[src/rtl/lsu_bus_master.sv]
// Single-outstanding load/store bus master.
// Accepts one upstream command at a time, checks its alignment, issues a
// one-cycle request to the device, waits (bounded) for a response, and
// returns a one-cycle completion with the formatted load data or an error.
module lsu_bus_master #(
  parameter int TIMEOUT_CYCLES = 255
) (
  input  logic        clock,
  input  logic        reset,
  // upstream command
  input  logic        cmd_valid,
  output logic        cmd_ready,
  input  logic [31:0] cmd_addr,
  input  logic [1:0]  cmd_len,
  input  logic        cmd_wen,
  input  logic [31:0] cmd_wdata,
  input  logic        cmd_signed,
  // device request
  output logic        out_req_valid,
  output logic [31:0] out_req_bits_addr,
  output logic [1:0]  out_req_bits_len,
  output logic [31:0] out_req_bits_data,
  output logic        out_req_bits_func,
  output logic [3:0]  out_req_bits_strb,
  // device response
  input  logic        out_resp_valid,
  input  logic [31:0] out_resp_bits_data,
  // upstream completion
  output logic        rsp_valid,
  output logic [31:0] rsp_data,
  output logic        rsp_err
);

  localparam logic [1:0] S_IDLE = 2'd0;
  localparam logic [1:0] S_REQ  = 2'd1;
  localparam logic [1:0] S_WAIT = 2'd2;
  localparam logic [1:0] S_DONE = 2'd3;

  localparam logic [9:0] TIMEOUT_CNT = 10'(TIMEOUT_CYCLES);

  logic [1:0]  state_q, state_d;
  logic        ready_q, ready_d;   // low until the first edge after reset release
  logic [31:0] addr_q, addr_d;
  logic [1:0]  len_q, len_d;
  logic        wen_q, wen_d;
  logic [31:0] wdata_q, wdata_d;
  logic        signed_q, signed_d;
  logic [9:0]  cnt_q, cnt_d;
  logic [31:0] rdata_q, rdata_d;
  logic        err_q, err_d;

  logic        misaligned;
  logic [31:0] resp_shifted;
  logic [31:0] load_data;
  logic        req_active;

  // Alignment check on the incoming command (len=3 is never legal)
  always_comb begin
    misaligned = (cmd_len == 2'd3)
              || ((cmd_len == 2'd1) && cmd_addr[0])
              || ((cmd_len == 2'd2) && (cmd_addr[1:0] != 2'b00));
  end

  // Right-justify the response lane, then truncate and sign/zero-extend
  always_comb begin
    resp_shifted = out_resp_bits_data >> {addr_q[1:0], 3'b000};
    case (len_q)
      2'd0:    load_data = {{24{signed_q & resp_shifted[7]}}, resp_shifted[7:0]};
      2'd1:    load_data = {{16{signed_q & resp_shifted[15]}}, resp_shifted[15:0]};
      default: load_data = resp_shifted;
    endcase
  end

  // Next-state logic: IDLE -> (REQ -> WAIT ->) DONE -> IDLE
  always_comb begin
    state_d  = state_q;
    ready_d  = 1'b1;
    addr_d   = addr_q;
    len_d    = len_q;
    wen_d    = wen_q;
    wdata_d  = wdata_q;
    signed_d = signed_q;
    cnt_d    = cnt_q;
    rdata_d  = rdata_q;
    err_d    = err_q;
    case (state_q)
      S_IDLE: begin
        if (cmd_valid && cmd_ready) begin
          addr_d   = cmd_addr;
          len_d    = cmd_len;
          wen_d    = cmd_wen;
          wdata_d  = cmd_wdata;
          signed_d = cmd_signed;
          rdata_d  = '0;
          cnt_d    = '0;
          if (misaligned) begin
            err_d   = 1'b1;
            state_d = S_DONE;
          end else begin
            err_d   = 1'b0;
            state_d = S_REQ;
          end
        end
      end
      S_REQ: begin
        cnt_d   = 10'd1;
        state_d = S_WAIT;
      end
      S_WAIT: begin
        // a response in the final counted cycle still beats the timeout
        if (out_resp_valid) begin
          rdata_d = wen_q ? 32'd0 : load_data;
          err_d   = 1'b0;
          cnt_d   = '0;
          state_d = S_DONE;
        end else if (cnt_q >= TIMEOUT_CNT) begin
          rdata_d = '0;
          err_d   = 1'b1;
          cnt_d   = '0;
          state_d = S_DONE;
        end else begin
          cnt_d = cnt_q + 10'd1;
        end
      end
      S_DONE: begin
        state_d = S_IDLE;
      end
    endcase
  end

  // State and transaction registers, asynchronously cleared
  always_ff @(posedge clock or posedge reset) begin
    if (reset) begin
      state_q  <= S_IDLE;
      ready_q  <= 1'b0;
      addr_q   <= '0;
      len_q    <= '0;
      wen_q    <= 1'b0;
      wdata_q  <= '0;
      signed_q <= 1'b0;
      cnt_q    <= '0;
      rdata_q  <= '0;
      err_q    <= 1'b0;
    end else begin
      state_q  <= state_d;
      ready_q  <= ready_d;
      addr_q   <= addr_d;
      len_q    <= len_d;
      wen_q    <= wen_d;
      wdata_q  <= wdata_d;
      signed_q <= signed_d;
      cnt_q    <= cnt_d;
      rdata_q  <= rdata_d;
      err_q    <= err_d;
    end
  end

  // Request outputs are driven only during REQ and zero otherwise
  always_comb begin
    req_active        = (state_q == S_REQ);
    out_req_valid     = req_active;
    out_req_bits_addr = req_active ? addr_q : 32'd0;
    out_req_bits_len  = req_active ? len_q : 2'd0;
    out_req_bits_func = req_active & wen_q;
    out_req_bits_data = '0;
    out_req_bits_strb = '0;
    if (req_active && wen_q) begin
      out_req_bits_data = wdata_q << {addr_q[1:0], 3'b000};
      case (len_q)
        2'd0:    out_req_bits_strb = 4'b0001 << addr_q[1:0];
        2'd1:    out_req_bits_strb = 4'b0011 << addr_q[1:0];
        default: out_req_bits_strb = 4'b1111;
      endcase
    end
  end

  // Upstream handshake and completion outputs
  always_comb begin
    cmd_ready = (state_q == S_IDLE) && ready_q;
    rsp_valid = (state_q == S_DONE);
    rsp_data  = rsp_valid ? rdata_q : 32'd0;
    rsp_err   = rsp_valid & err_q;
  end

endmodule

[config.mk]
export PLATFORM = sky130hd
export DESIGN_NAME = lsu_bus_master
export DESIGN_NICKNAME = d
export VERILOG_FILES = /design/src/rtl/lsu_bus_master.sv
export SDC_FILE = /design/constraint.sdc
export NUM_CORES = 1
export LEC_CHECK = 0
export ABC_AREA = 1
export CAP_MARGIN = 20
export CORE_MARGIN = 1
export CORE_UTILIZATION = 47
export DETAILED_ROUTE_END_ITERATION = 10
export HOLD_SLACK_MARGIN = 0.15
export PLACE_DENSITY = 0.83
export SLEW_MARGIN = 40
export SYNTH_ARGS = -nofsm -noshare
export SYNTH_HDL_FRONTEND = slang
export SYNTH_SLANG_ARGS = --single-unit
[constraint.sdc]
create_clock -name clock -period 4.7 [get_ports clock]
set_clock_uncertainty 0.05 [all_clocks]
set_input_delay 1.175 -clock clock [delete_from_list [all_inputs] [get_ports clock]]
set_output_delay 1.175 -clock clock [all_outputs]
set_load 0.05 [all_outputs]
# Word-level counts from Yosys, hierarchy flattened
# Index checks and enable logic that the tools add are counted.
totals:
  output_inout_bits: 107
  ff_bits: 114
op_classes:
  muxes: 26
  add_sub_neg: 1
  magnitude_cmp: 1
  shifts: 4
  eq_ne: 9
  bitwise_logic: 4
  reduce_logical: 16
ops:
  columns: ["cell", "n"]
  rows:
  - ["32-bit two-way mux", 7]
  - ["32-bit case mux with 2 select lines", 2]
  - ["32-bit by 5-bit << shifter with 32-bit output", 1]
  - ["32-bit by 5-bit >> shifter with 32-bit output", 1]
  - ["10-bit two-way mux", 3]
  - ["10-bit case mux with 3 select lines", 1]
  - ["10-bit by 1-bit adder with 10-bit output, second input constant", 1]
  - ["10-bit by 8-bit >= comparator with 1-bit output, second input constant", 1]
  - ["2-bit two-way mux", 5]
  - ["2-bit equality test, second input constant", 4]
  - ["2-bit case mux with 4 select lines", 1]
  - ["4-bit case mux with 2 select lines", 1]
  - ["2-bit by 1-bit equality test with 1-bit output, second input constant", 3]
  - ["2-bit AND reduction", 3]
  - ["1-bit logical AND", 5]
  - ["1-bit bitwise AND", 4]
  - ["2-bit zero test", 2]
  - ["1-bit two-way mux", 4]
  - ["4-bit two-way mux", 1]
  - ["2-bit nonzero test", 2]
  - ["1-bit by 2-bit << shifter with 4-bit output, first input constant", 1]
  - ["2-bit by 2-bit << shifter with 4-bit output, first input constant", 1]
  - ["3-bit != test, second input constant", 1]
  - ["3-bit AND reduction", 1]
  - ["4 further kinds", 5]

# Logic depth before layout (Yosys ltp)
logic_depth:
  depth_word: 7
  depth_mapped: 10
  ltp_nobuf: 9

# Least setup slack after synthesis
# Ideal clock, no wire load.
synth_path:
  path_kind: "flip-flop to output port"
  from: "reg state_q[1]"
  to: "out out_req_bits_data[23]"
  n_path_buf: 2
  path_stages_with_launch: 9
  arrival_time_ns: 3.322
  t_required_ns: 3.475
  path_slack_ns: 0.153
  path_cell_list: "dfrtp_1 > inv_1 > ha_1 > buf_2 > nand2_1 > inv_1 > nand2_1 > buf_2 > o32ai_1"
synth_between:
  elab_chain_len: 3
synth_lines:
  columns: ["element", "line", "text"]
  rows:
  - ["from (decl)", "41", "logic [1:0] state_q, state_d;"]
  - ["from (signal assigned)", "145", "state_q <= state_d;"]
  - ["2-bit by 1-bit equality test with 1-bit output", "160", "req_active = (state_q == S_REQ);"]
  - ["net out_req_valid", "19", "output logic out_req_valid,"]
  - ["1-bit logical AND", "167", "if (req_active && wen_q) begin"]
  - ["32-bit two-way mux", "167", null]
  - ["to (decl)", "22", "output logic [31:0] out_req_bits_data,"]
# The timed path passes the listed nets, and every way through them passes these cells.

# Final worst setup path
layout_path:
  from: "reg state_q[1]"
  to: "out out_req_bits_len[0]"
layout_between:
  elab_chain_len: 2
layout_lines:
  columns: ["element", "line", "text"]
  rows:
  - ["2-bit by 1-bit equality test with 1-bit output", "160", null]
  - ["2-bit two-way mux", "163", "out_req_bits_len = req_active ? len_q : 2'd0;"]
  - ["to (decl)", "21", "output logic [1:0] out_req_bits_len,"]
# Every way passes these cells.

==> metrics.md <==
| Metric | Value |
|---|---|
| Status | `completed` |
| Via count | `6,361` |
| Die height | `120 µm` |
| Max cap viols | `0` |
| Vias per cell | `5.10` |
| Crit. End Element | `output pin` |
| Syn avg cell area | `7.57 µm²` |
| Unrepaired setup endpoints after global routing | `false` |
| Post-Syn Nets | `977` |
| Initial Util | `48.8%` |
| Post-synthesis sequential area ratio | `43.5%` |
| Ratio of cells with drive above 1 in the final layout | `13.4%` |
| Seq cells post-synth | `114` |
| Number of cell rows | `42` |
| Slew @ Worst Pin | `0.727 ns` |
| Worst-path clk slew | `0.05 ns` |
| Crit path arrival time | `2.50 ns` |
| Max Fclk | `268 MHz` |
| Unique cell type count in the Yosys netlist | `29` |
| Mapped Cells | `867` |
| Pre-antenna DRT Iters | `5` |
| Crit start category | `flop` |
| Num CTS Buffers | `17` |
| Root Buffer | `clkbuf_16` |
| DRC | `0` |
| Hold-fix buffer count after cts | `0` |
| Leak | `4.90 nW` |
| HPWL after DPL | `13,000 µm` |
| Post-cts resize count | `0` |
| Minimum clock period | `3.73 ns` |
| CTS tree | `yes` |
| Synth Cell Area | `6560 µm²` |
| Layout fillers | `1,070` |
| CP max stage delay | `0.83 ns` |
| Largest net degree at the start of global routing | `84` |
| Most used cell, CP | `inv_1` |
| CP Max Fanout | `36` |
| Worst VDD drop | `475 µV` |
| Max stage delay cell, worst path | `clkdlybuf4s50_1` |
| Area of the core | `13,500 µm²` |
| Fin util | `70.3%` |
| GRT Total Usage | `27.4%` |
| Met2 Wirelength | `9280 µm` |
| Top cell type's share of synthesized area | `43.5%` |
| Ant diodes | `0` |
| Multi-input logic area | `3000 µm²` |
| Initial antenna violation count | `0` |
| Drt wl/cell | `15.1 µm` |
| WL final | `18,800 µm` |
| Ranking of synthesized cells by area | `dfrtp_1 43%, nand2_1 17%, mux2_2 9.4%` |
| Area Overhead vs Synth | `44.1%` |
| First-pass GRT wire length | `30,500 µm` |
| FF/Latch Area | `2850 µm²` |
| Clock latency at the later pin of the worst-skew pair | `0.42 ns` |
| Hold Vio Cnt, Final | `0` |
| Die ar. | `14,400 µm²` |
| Nets | `1,168` |
| Vias in the first global route | `6,280` |
| Setup TNS | `0 ns` |
| I/O Pins | `211` |
| Crit-path cells | `inv_1 -> ha_1 -> buf_4 -> nand2_1 -> inv_1 -> clkdlybuf4s50_1` |
| PnR Total Power | `6.09 mW` |
| Setup Fix Bufs, Post-CTS | `0` |
| Slew HR | `51.4%` |
| WP data required | `3.47 ns` |
| Antenna Nets Post-Route | `0` |
| Met3 WL | `1730 µm` |
| Input/output buffers | `210` |
| Critical setup path kind | `flop to output pin` |
| CTS max path bufs | `2` |
| H-tree lvl count | `4` |
| Die width | `120 µm` |
| Final setup viols | `0` |
| Cell accounting for the most synthesized area | `dfrtp_1` |
| Highest routed metal layer | `met4` |
| Worst Hold Class | `flop to flop` |
| Ys Warns | `0` |
| PwrDens | `645 nW/µm²` |
| 1st-iter DRT viols | `428` |
| Global route overflow | `0` |
| Clock Sinks | `114` |
| Placer's final routability congestion estimate | `0.870` |
| DRT met1 WL | `7330 µm` |
| Final worst-path cycle share | `79.3%` |
| Max-slew violations | `0` |
[power by group]
group / internal [mW] / switching (mW)
clock network: 0.845 / 0.457
registers: 1.37 / 0.294
logic: 1.14 / 1.99
total: 3.35 / 2.75
[cells in the mapped netlist, drive strengths merged]
library cell	count
dfrtp	114
buf	33
a21boi	1
nor3	1
nor2	87
conb	1
clkbuf	15
inv	116
mux2i	8
o21ai	34
nand3	51
ha	6
nand2	307
nand4	1
o21bai	2
mux2	55
a21oi	18
clkinv	1
o32ai	16
[area by class of cell]
| cell class | count | share of cell area, % |
|---|---|---|
| Tap cell | 176 | 2.33 |
| Sequential cell | 114 | 30.2 |
| Multi-Input combinational cell | 588 | 31.8 |
| Timing Repair Buffer | 220 | 24.7 |
| Clock buffer | 23 | 5.27 |
| Inverter | 117 | 4.70 |
| Clock inverter | 9 | 1.09 |
[per-layer routing]
layer | up-vias | track usage, %
li1 | 3076 | -
met3 | 38 | 9.17
met1 | 2989 | 31.8
met5 | - | 0
met2 | 258 | 46.2
met4 | 0 | 10.9
[cells by family after synthesis]
| logic type | count (synthesis) | share of synthesized area [%] |
|---|---|---|
| AND/OR/NAND/NOR | 447 | 27.1 |
| multiplexers | 63 | 10.7 |
| other | 1 | 0.0572 |
| adder cells (fa/ha/maj) | 6 | 1.14 |
| AO/OA/AOI/OAI | 71 | 6.62 |
| buffers and inverters | 165 | 10.9 |
| flip-flops | 114 | 43.5 |
[path summary, 6_finish.rpt]
| kind | from | end | slack, ns | cells after the start |
|---|---|---|---|---|
| max | state_q[1]$_DFFE_PP0P_ | out_req_bits_len[0] | 0.97 | 6 |
| min | rdata_q[9]$_DFFE_PP0P_ | rdata_q[9]$_DFFE_PP0P_ | 0.43 | 2 |
| max reg2reg | state_q[0]$_DFFE_PP0P_ | rdata_q[21]$_DFFE_PP0P_ | 2.26 | 10 |
| min reg2reg | rdata_q[9]$_DFFE_PP0P_ | rdata_q[9]$_DFFE_PP0P_ | 0.43 | 2 |
| max in group asynchronous | reset | wdata_q[27]$_DFFE_PP0P_ | 2.75 | 3 |
| min in group asynchronous | reset | addr_q[14]$_DFFE_PP0P_ | 1.17 | 2 |
[state kept, by name, indices dropped and copies added, names as in the netlist, 2 cells and up]
name     flops
len_q        2
rdata_q     32
addr_q      32
state_q      2
wdata_q     32
cnt_q       10
[per-stage QoR]
stage                     cells  worst slack (ns)  hold WS [ns]  instance area [µm²]
final                      1247             0.973         0.430                 9450
after global routing       1247             0.809         0.442                 9450
after CTS                  1247             0.938         0.431                 9450
after detailed placement   1215              1.39         0.416                 8840
after global placement     1215              1.36         0.411                 8840
after floorplan             867             0.153         0.399                 6560
[critical path: cells and delay by family (launching register included)]
kind / cells / cell delay [ns]
adder cells (fa/ha/maj): 1 / 0.17
buffers and inverters: 4 / 1.43
AND/OR/NAND/NOR: 1 / 0.09
flip-flops: 1 / 0.41
[cells in the final DEF, fill, tap and decap left out, types with 2 or more instances in the layout]
cell type	netlist	routed
nand2_1	304	304
clkdlybuf4s50_1	0	175
inv_1	115	114
dfrtp_1	114	113
nor2_1	85	85
mux2_2	55	55
nand3_1	48	48
o21ai_0	33	33
buf_4	2	25
buf_12	0	19
a21oi_1	17	17
clkbuf_16	0	17
o32ai_1	16	16
mux2i_1	8	8
ha_1	6	6
clkbuf_8	0	5
clkinv_2	0	4
nand2_2	3	3
clkinvlp_4	0	3
nor2_2	2	2
nand3_2	3	2
o21bai_1	2	2
bufinv_16	0	2
Note: power is estimated with default switching activity, not from simulation.
